$ cat src/rtl/mux_n_to_1_hold.sv
// ============================================================================
// mux_n_to_1_hold : registered N-to-1 selector that holds its output on idle
// cycles, with load index, hold counter and sticky conflict.  Rev 1.0
// ============================================================================
`default_nettype none

module mux_n_to_1_hold #(
  parameter int                WIDTH     = 8,
  parameter int                N         = 3,
  parameter int                STRICT    = 0,
  parameter logic [WIDTH-1:0]  RESET_VAL = '0,
  localparam int               IW        = (N > 1) ? $clog2(N) : 1
) (
  input  logic                 clk,
  input  logic                 rst_n,
  input  logic [N*WIDTH-1:0]   data_in,
  input  logic [N-1:0]         sel,
  input  logic                 clr_err,
  output logic [WIDTH-1:0]     out,
  output logic                 out_valid,
  output logic [IW-1:0]        sel_idx,
  output logic                 conflict,
  output logic [7:0]           hold_cnt
);

  logic [WIDTH-1:0] out_q, out_d;
  logic             out_valid_q, out_valid_d;
  logic [IW-1:0]    sel_idx_q, sel_idx_d;
  logic             conflict_q, conflict_d;
  logic [7:0]       hold_cnt_q, hold_cnt_d;

  logic             any_sel;
  logic             multi_sel;
  logic             load;
  logic [IW-1:0]    low_idx;
  logic [WIDTH-1:0] low_data;

  always_comb begin
    any_sel   = |sel;
    // Clearing the lowest set bit leaves something only if two or more were set.
    multi_sel = (sel & (sel - 1'b1)) != '0;
    low_idx   = '0;
    low_data  = data_in[WIDTH-1:0];
    for (int i = N - 1; i >= 0; i--) begin
      if (sel[i]) begin
        low_idx  = IW'(i);
        low_data = data_in[i*WIDTH +: WIDTH];
      end
    end
    load = any_sel && !((STRICT != 0) && multi_sel);
  end

  always_comb begin
    out_d       = out_q;
    out_valid_d = 1'b0;
    sel_idx_d   = sel_idx_q;
    hold_cnt_d  = hold_cnt_q;
    conflict_d  = conflict_q;

    if (load) begin
      out_d       = low_data;
      out_valid_d = 1'b1;
      sel_idx_d   = low_idx;
      hold_cnt_d  = 8'd0;
    end else if (hold_cnt_q != 8'hFF) begin
      hold_cnt_d  = hold_cnt_q + 8'd1;
    end

    // A conflict in the same cycle as a clear keeps the flag set.
    if (multi_sel) begin
      conflict_d = 1'b1;
    end else if (clr_err) begin
      conflict_d = 1'b0;
    end
  end

  always_ff @(posedge clk or negedge rst_n) begin
    if (!rst_n) begin
      out_q       <= RESET_VAL;
      out_valid_q <= 1'b0;
      sel_idx_q   <= '0;
      conflict_q  <= 1'b0;
      hold_cnt_q  <= 8'd0;
    end else begin
      out_q       <= out_d;
      out_valid_q <= out_valid_d;
      sel_idx_q   <= sel_idx_d;
      conflict_q  <= conflict_d;
      hold_cnt_q  <= hold_cnt_d;
    end
  end

  assign out       = out_q;
  assign out_valid = out_valid_q;
  assign sel_idx   = sel_idx_q;
  assign conflict  = conflict_q;
  assign hold_cnt  = hold_cnt_q;

endmodule

`default_nettype wire
$ cat config.mk
export PLATFORM = sky130hd
export DESIGN_NAME = mux_n_to_1_hold
export DESIGN_NICKNAME = d
export VERILOG_FILES = /design/src/rtl/mux_n_to_1_hold.sv
export SDC_FILE = /design/constraint.sdc
export NUM_CORES = 1
export LEC_CHECK = 0
export BUFFER_PORTS_ARGS = -buffer_cell sky130_fd_sc_hd__clkbuf_2
export CELL_PAD_IN_SITES_DETAIL_PLACEMENT = 0
export CELL_PAD_IN_SITES_GLOBAL_PLACEMENT = 2
export CORE_UTILIZATION = 22
export DETAILED_ROUTE_END_ITERATION = 7
export PLACE_DENSITY_LB_ADDON = 0.1
export SLEW_MARGIN = 0
export SYNTH_ARGS = -nofsm -noshare
export SYNTH_HDL_FRONTEND = slang
export SYNTH_SLANG_ARGS = --single-unit
$ cat constraint.sdc
create_clock -name clk -period 1.4 [get_ports clk]
set_input_delay 0.28 -clock clk [delete_from_list [all_inputs] [get_ports clk]]
set_output_delay 0.28 -clock clk [all_outputs]
set_load 0.1 [all_outputs]
==> run metrics, run 1 <==
largest net degree at the start of global routing 21; sequential share of the synthesized area 51.2%; Post-Syn Area per Cell 10.2 um^2; Post-Syn Nets 127; io pins 50; Starting DRT DRC Count 36; Core Box Area 4140 um^2; final worst path period share 96.7%; R2R Path End hold_cnt[7]; Worst setup EP type primary output; Reg2Reg Depth 4; R2R Path Start hold_cnt[1]; FILL cells 413; initial antenna violation count 0; P per Cell Area 909 nW/um^2; Final Critical Period 1.35 ns; Synth warnings 0; RSZ-0062 raised after global routing true; Yosys top cell by area dfrtp_1; IO Port Bufs 49; clock-pin slew on the worst setup and hold paths 0.08 ns; FMAX 0.738 GHz; Final Setup Violations 0; CP required 1.12 ns; Max Buffers Root-to-Sink 2; top cells by area, synth dfrtp_1 51%, o22ai_1 10%, a21oi_1 6.1%, nand2b_1 2.6%, mux2i_1 2.0%; root buf cell clkbuf_8; #FFs+latches synth 20; total power 0.00151 W; Cells after Synth 96; Setup CP Type register to primary output; vias in the first global route 985; Die Span Y 68.7 um; CTS Hold Bufs 0; gp weighted congestion 0.747; crit start category register; Min-Delay Path Class primary input to asynchronous set/reset pin; DRC 0; Overall Global Routing Usage 13.7%; Slew Viols, Final 0; measured slew at the worst slew-check pin 0.533 ns; # diodes 0; synthesized cell area 978 um^2; Pre-antenna DRT Iters 4; DIE WIDTH 68.7 um; Pleak 0.723 nW; TritonCTS clock tree built; die area 4720 um^2; clk_lat worst skew 0.25 ns; Setup Skew 0.00517 ns; hpwl dp 2060 um; critical-path maximum fanout 4; Worst VDD drop 0.365 mV; Area Growth Syn to Fin 70.2%; failing checks hold timing; crit path from hold_cnt[1]; gr ovfl total 0; share of layout cells above drive strength 1 50.3%; cell row count 23; routed length per instance 13.8 um; drt total wl 2750 um; Initial Util 23.6%; post-synth top area share 51.2%; Critical Path AT 1.07 ns; synth unique cells 29; clk sink count 20; fin util 40.2%; final hold vios 20; layout net count 182; htree depth 1; CTS Buf Count 3; hold slack -0.0110 ns; worst rel slew slack 64.5%; setup slack, reg-to-reg 0.06 ns; Seq. cell area 515 um^2; Vias 949; via density per instance 4.77; area occupied by multi-input gates 473 um^2; status complete, but fails checks; Routed Antenna Nets 0; first-pass GRT wire length 4690 um; max-cap viol count 0
==> stage by stage <==
step	TNS, ns	cell area (um^2)	instances	setup WS [ns]
detailed placement	-0.0215	1610	196	-0.0215
global route	-0.0108	1670	199	-0.0108
floorplan	-0.689	1020	96	-0.214
global placement	0	1610	196	0.0181
CTS	0	1650	199	0.0308
finish	0	1670	199	0.0455
==> layout make-up <==
| cell class | count | share of cell area, % |
|---|---|---|
| clock buffer | 3 | 2.48 |
| inverter | 4 | 0.902 |
| multi-input combinational | 68 | 28.4 |
| sequential | 20 | 31.0 |
| tap | 50 | 3.76 |
| timing repair buffer | 54 | 33.5 |
==> synthesized netlist by cell type, drive strengths merged <==
library cell,instances
and4,1
dfrtp,20
a211oi,1
nand4,2
a31oi,2
ha,1
o21bai,1
nand3,3
nor3,5
inv,3
and4b,1
o2bb2ai,1
nand2b,4
o2111ai,1
o22ai,16
o311a,1
a21oi,12
a21boi,1
nor2,3
nand2,5
and3,2
buf,4
mux2i,2
o21ai,3
clkinv,1
==> flip-flops by register name (all words and copies together), names as in the netlist <==
name       count
out_valid      1
conflict       1
sel_idx        2
hold_cnt       8
out            8
==> where the power goes <==
group          leakage, nW  internal (W)  total (W)  switching (W)
combinational        0.468      0.000173   0.000494       0.000321
sequential           0.234      0.000609   0.000641      0.0000324
clock               0.0216      0.000191   0.000379       0.000187
==> how the worst max path moves through the flow <==
stage | end | cells after the start
3_5_place_dp | hold_cnt[5] | 4
3_3_place_gp | hold_cnt[5] | 4
5_1_grt | hold_cnt[5] | 4
4_1_cts | hold_cnt[1] | 2
6_report | hold_cnt[1] | 2
2_1_floorplan | hold_cnt[5] | 5
==> worst max-delay path, stage by stage (launching register included) <==
cell,delay [ns]
dfrtp_4,0.49
buf_4,0.17
buf_12,0.16
==> per-layer routing <==
layer	vias up	wire, um	part of all wire [%]	track usage (%)
met2	31	1330	48	22.5
met4	0	19	0.69	5.36
met1	441	1180	43	16.6
li1	475	-	-	-
met3	2	224	8.1	4.11
met5	-	0	0	0
==> cells in the final DEF (no fill, tap or decap), drive strengths merged, types with 4 or more instances in the layout <==
cell    count
o22ai      16
nor3        5
nand2b      4
clkbuf     32
buf        25
a21oi      12
dfrtp      20
nand2       5
==> logic make-up (layout without fill, tap and decap cells) <==
group	Yosys count	after routing	synth area share [%]
mux	2	2	2.05
simple gates	26	26	16.4
buf+inv	8	61	4.22
fa+ha+maj	1	1	1.28
compound gates	39	39	24.9
flops	20	20	51.2
==> repair_timing <==
item	CTS	global route
setup endpoints to repair	1	2
pin swaps	0	1
setup buffers	0	0
gates resized for setup	2	2
endpoints found under the hold margin	0	0
Power figures use the tool's default switching activity.
==> run 2, diff against run 1 <==
CORE_UTILIZATION = 25   (was 22)
clock period = 1.3 ns   (was 1.4 ns; I/O delays follow)
==> run metrics, run 2 (synthesis results as in run 1) <==
die area 4170 um^2 (was 4720 um^2); switching power 0.000589 W (was 0.000541 W); post-route worst setup slack -0.0501 ns (was 0.0455 ns); R2R Path End hold_cnt[5] (was hold_cnt[7]); P per Cell Area 957 nW/um^2 (was 909 nW/um^2); TritonCTS clock tree built (unchanged); clock-pin slew on the worst setup and hold paths 0.07 ns (was 0.08 ns); routed length per instance 13.3 um (was 13.8 um); CTS Buf Count 3 (unchanged); Pint 0.00113 W (was 0.000973 W); sequential fraction of design power 40.4% (was 42.4%); Pre-antenna DRT Iters 2 (was 4); measured slew at the worst slew-check pin 0.516 ns (was 0.533 ns); Routed Antenna Nets 0 (unchanged); Max Buffers Root-to-Sink 2 (unchanged); clk sink count 20 (unchanged); hold slack 0.187 ns (was -0.0110 ns); root buf cell clkbuf_8 (unchanged); setup slack, reg-to-reg -0.05 ns (was 0.06 ns); io pins 50 (unchanged); IO Port Bufs 49 (unchanged); first-pass GRT wire length 4560 um (was 4690 um); initial antenna violation count 0 (unchanged); RSZ-0062 raised after global routing true (unchanged); Min-Delay Path Class primary input to register (was primary input to asynchronous set/reset pin); Worst VDD drop 0.402 mV (was 0.365 mV); R2R Path Start hold_cnt[1] (unchanged); Starting DRT DRC Count 65 (was 36); commonest non-fill, non-tap cell in the layout clkbuf_2 (unchanged); Initial Util 26.3% (was 23.6%); share of layout cells above drive strength 1 55.6% (was 50.3%); net switching share of the total power 34.3% (was 35.7%); drt total wl 2760 um (was 2750 um); M1 GR Usage 16.1% (was 16.6%); WP buf/inv 2 (unchanged); # diodes 0 (unchanged); hold depth 2; final worst path period share 104%; status complete, but fails checks (unchanged); dpl ws -0.120 ns (was -0.0215 ns); met3 Use GR 4.40% (was 4.11%); layout net count 192 (was 182); GR peak layer met2 (unchanged); critical-path maximum fanout 5 (was 4); via density per instance 4.85 (was 4.77); CP required 1.04 ns (was 1.12 ns); Setup CP Type register to primary output (unchanged); met2 track demand over resource 25.3% (was 22.5%); CP peak stage delay 0.49 ns (about the same); Setup Skew 0.00293 ns (was 0.00517 ns); most frequent cells in the layout 29 x clkbuf_2, 20 x buf_12, 16 x o22ai_1 (was 29 x clkbuf_2, 18 x buf_12, 16 x o22ai_1); Critical Path AT 1.09 ns (was 1.07 ns); Clk network pwr share 27.7% (was 25.0%); worst rel slew slack 65.6% (was 64.5%); Vias 1008 (was 949); htree depth 1 (unchanged); crit-path leading delay family flip-flops (unchanged); gr ovfl total 0 (unchanged); FILL cells 353 (was 413); Final Setup Violations 5 (was 0); largest net degree at the start of global routing 21 (unchanged); final hold vios 0 (was 20); Worst setup EP type primary output (unchanged); Reg2Reg Depth 4 (unchanged); Pleak 0.772 nW (was 0.723 nW); gp weighted congestion 0.745 (was 0.747); DIE WIDTH 64.6 um (was 68.7 um); DRC 0 (unchanged); Slew Viols, Final 0 (unchanged); endpoint with the worst hold slack conflict; Crit-path slowest cell dfrtp_4 (unchanged); total power 0.00172 W (was 0.00151 W); hpwl dp 2080 um (was 2060 um); Overall Global Routing Usage 14.3% (was 13.7%); cell row count 22 (was 23); vias in the first global route 998 (was 985); Core Box Area 3720 um^2 (was 4140 um^2); Die Span Y 64.6 um (was 68.7 um); FMAX 0.741 GHz; hold path start clr_err; crit start category register (unchanged); Area Growth Syn to Fin 83.2% (was 70.2%); failing checks setup timing (was hold timing); worst path cell trace buf_4, buf_12 (unchanged); max-cap viol count 0 (unchanged); Final Critical Period 1.35 ns; Comb power frac 31.9% (was 32.6%); clk_lat worst skew 0.26 ns (was 0.25 ns)
==> run 2: cell type report <==
type | instances | area [um^2] | area share (%)
inverters | 4 | 15.0 | 0.837
flip-flops and latches | 20 | 515 | 28.8
well taps | 48 | 60.1 | 3.35
repair buffers | 64 | 661 | 36.8
clock buffers | 4 | 55.1 | 3.07
multi-input cells | 68 | 487 | 27.1
==> run 2: repair_timing <==
action,CTS,global route
pin swaps,3,4
gates resized for setup,5,4
endpoints found under the hold margin,20,0
endpoints found under the setup margin,9,11
buffers inserted,2,2
hold buffers,1,0
==> run 2: worst max-delay path by stage <==
stage           startpoint           to  cells past startpoint
2_1_floorplan  hold_cnt[1]  hold_cnt[5]                      5
3_3_place_gp   hold_cnt[1]  hold_cnt[5]                      4
3_5_place_dp   hold_cnt[1]  hold_cnt[5]                      4
4_1_cts        hold_cnt[0]  hold_cnt[5]                      4
5_1_grt        hold_cnt[0]  hold_cnt[5]                      4
6_report       hold_cnt[0]  hold_cnt[0]                      2
==> run 2: worst register-to-register path: cells and delay by family, from the launching register on <==
kind	cells	cell delay, ns
and+or+nand+nor	1	0.21
DFF	1	0.50
muxes	1	0.20
adders and majority gates	1	0.17
AOI/OAI and AO/OA	1	0.20
==> run 2: per-stage QoR <==
stage	cell area, um^2	util, %	TNS [ns]	instances
finish	1790	48.2	-0.174	208
global route	1790	48.2	-0.494	208
CTS	1760	47.3	-0.258	206
detailed placement	1670	44.8	-0.226	199
global placement	1670	44.8	-0.111	199
floorplan	1020	-	-1.43	96
==> run 2: per-layer routing <==
| layer | vias to the layer above | share of wire [%] |
|---|---|---|
| met1 | 478 | 41 |
| met3 | 5 | 6.4 |
| met4 | 0 | 1.4 |
| li1 | 495 | - |
| met2 | 30 | 52 |
| met5 | - | 0 |
==> run 2: power by group through the flow <==
stage / Clock [W] / Combinational, W / Sequential, W
after CTS: 0.000493 / 0.000553 / 0.000693
final: 0.000475 / 0.000548 / 0.000693
after detailed placement: 0 / 0.000549 / 0.000705
after floorplan: 0 / 0.0000728 / 0.000932
after global routing: 0.000517 / 0.000575 / 0.000697
after global placement: 0 / 0.000546 / 0.000703
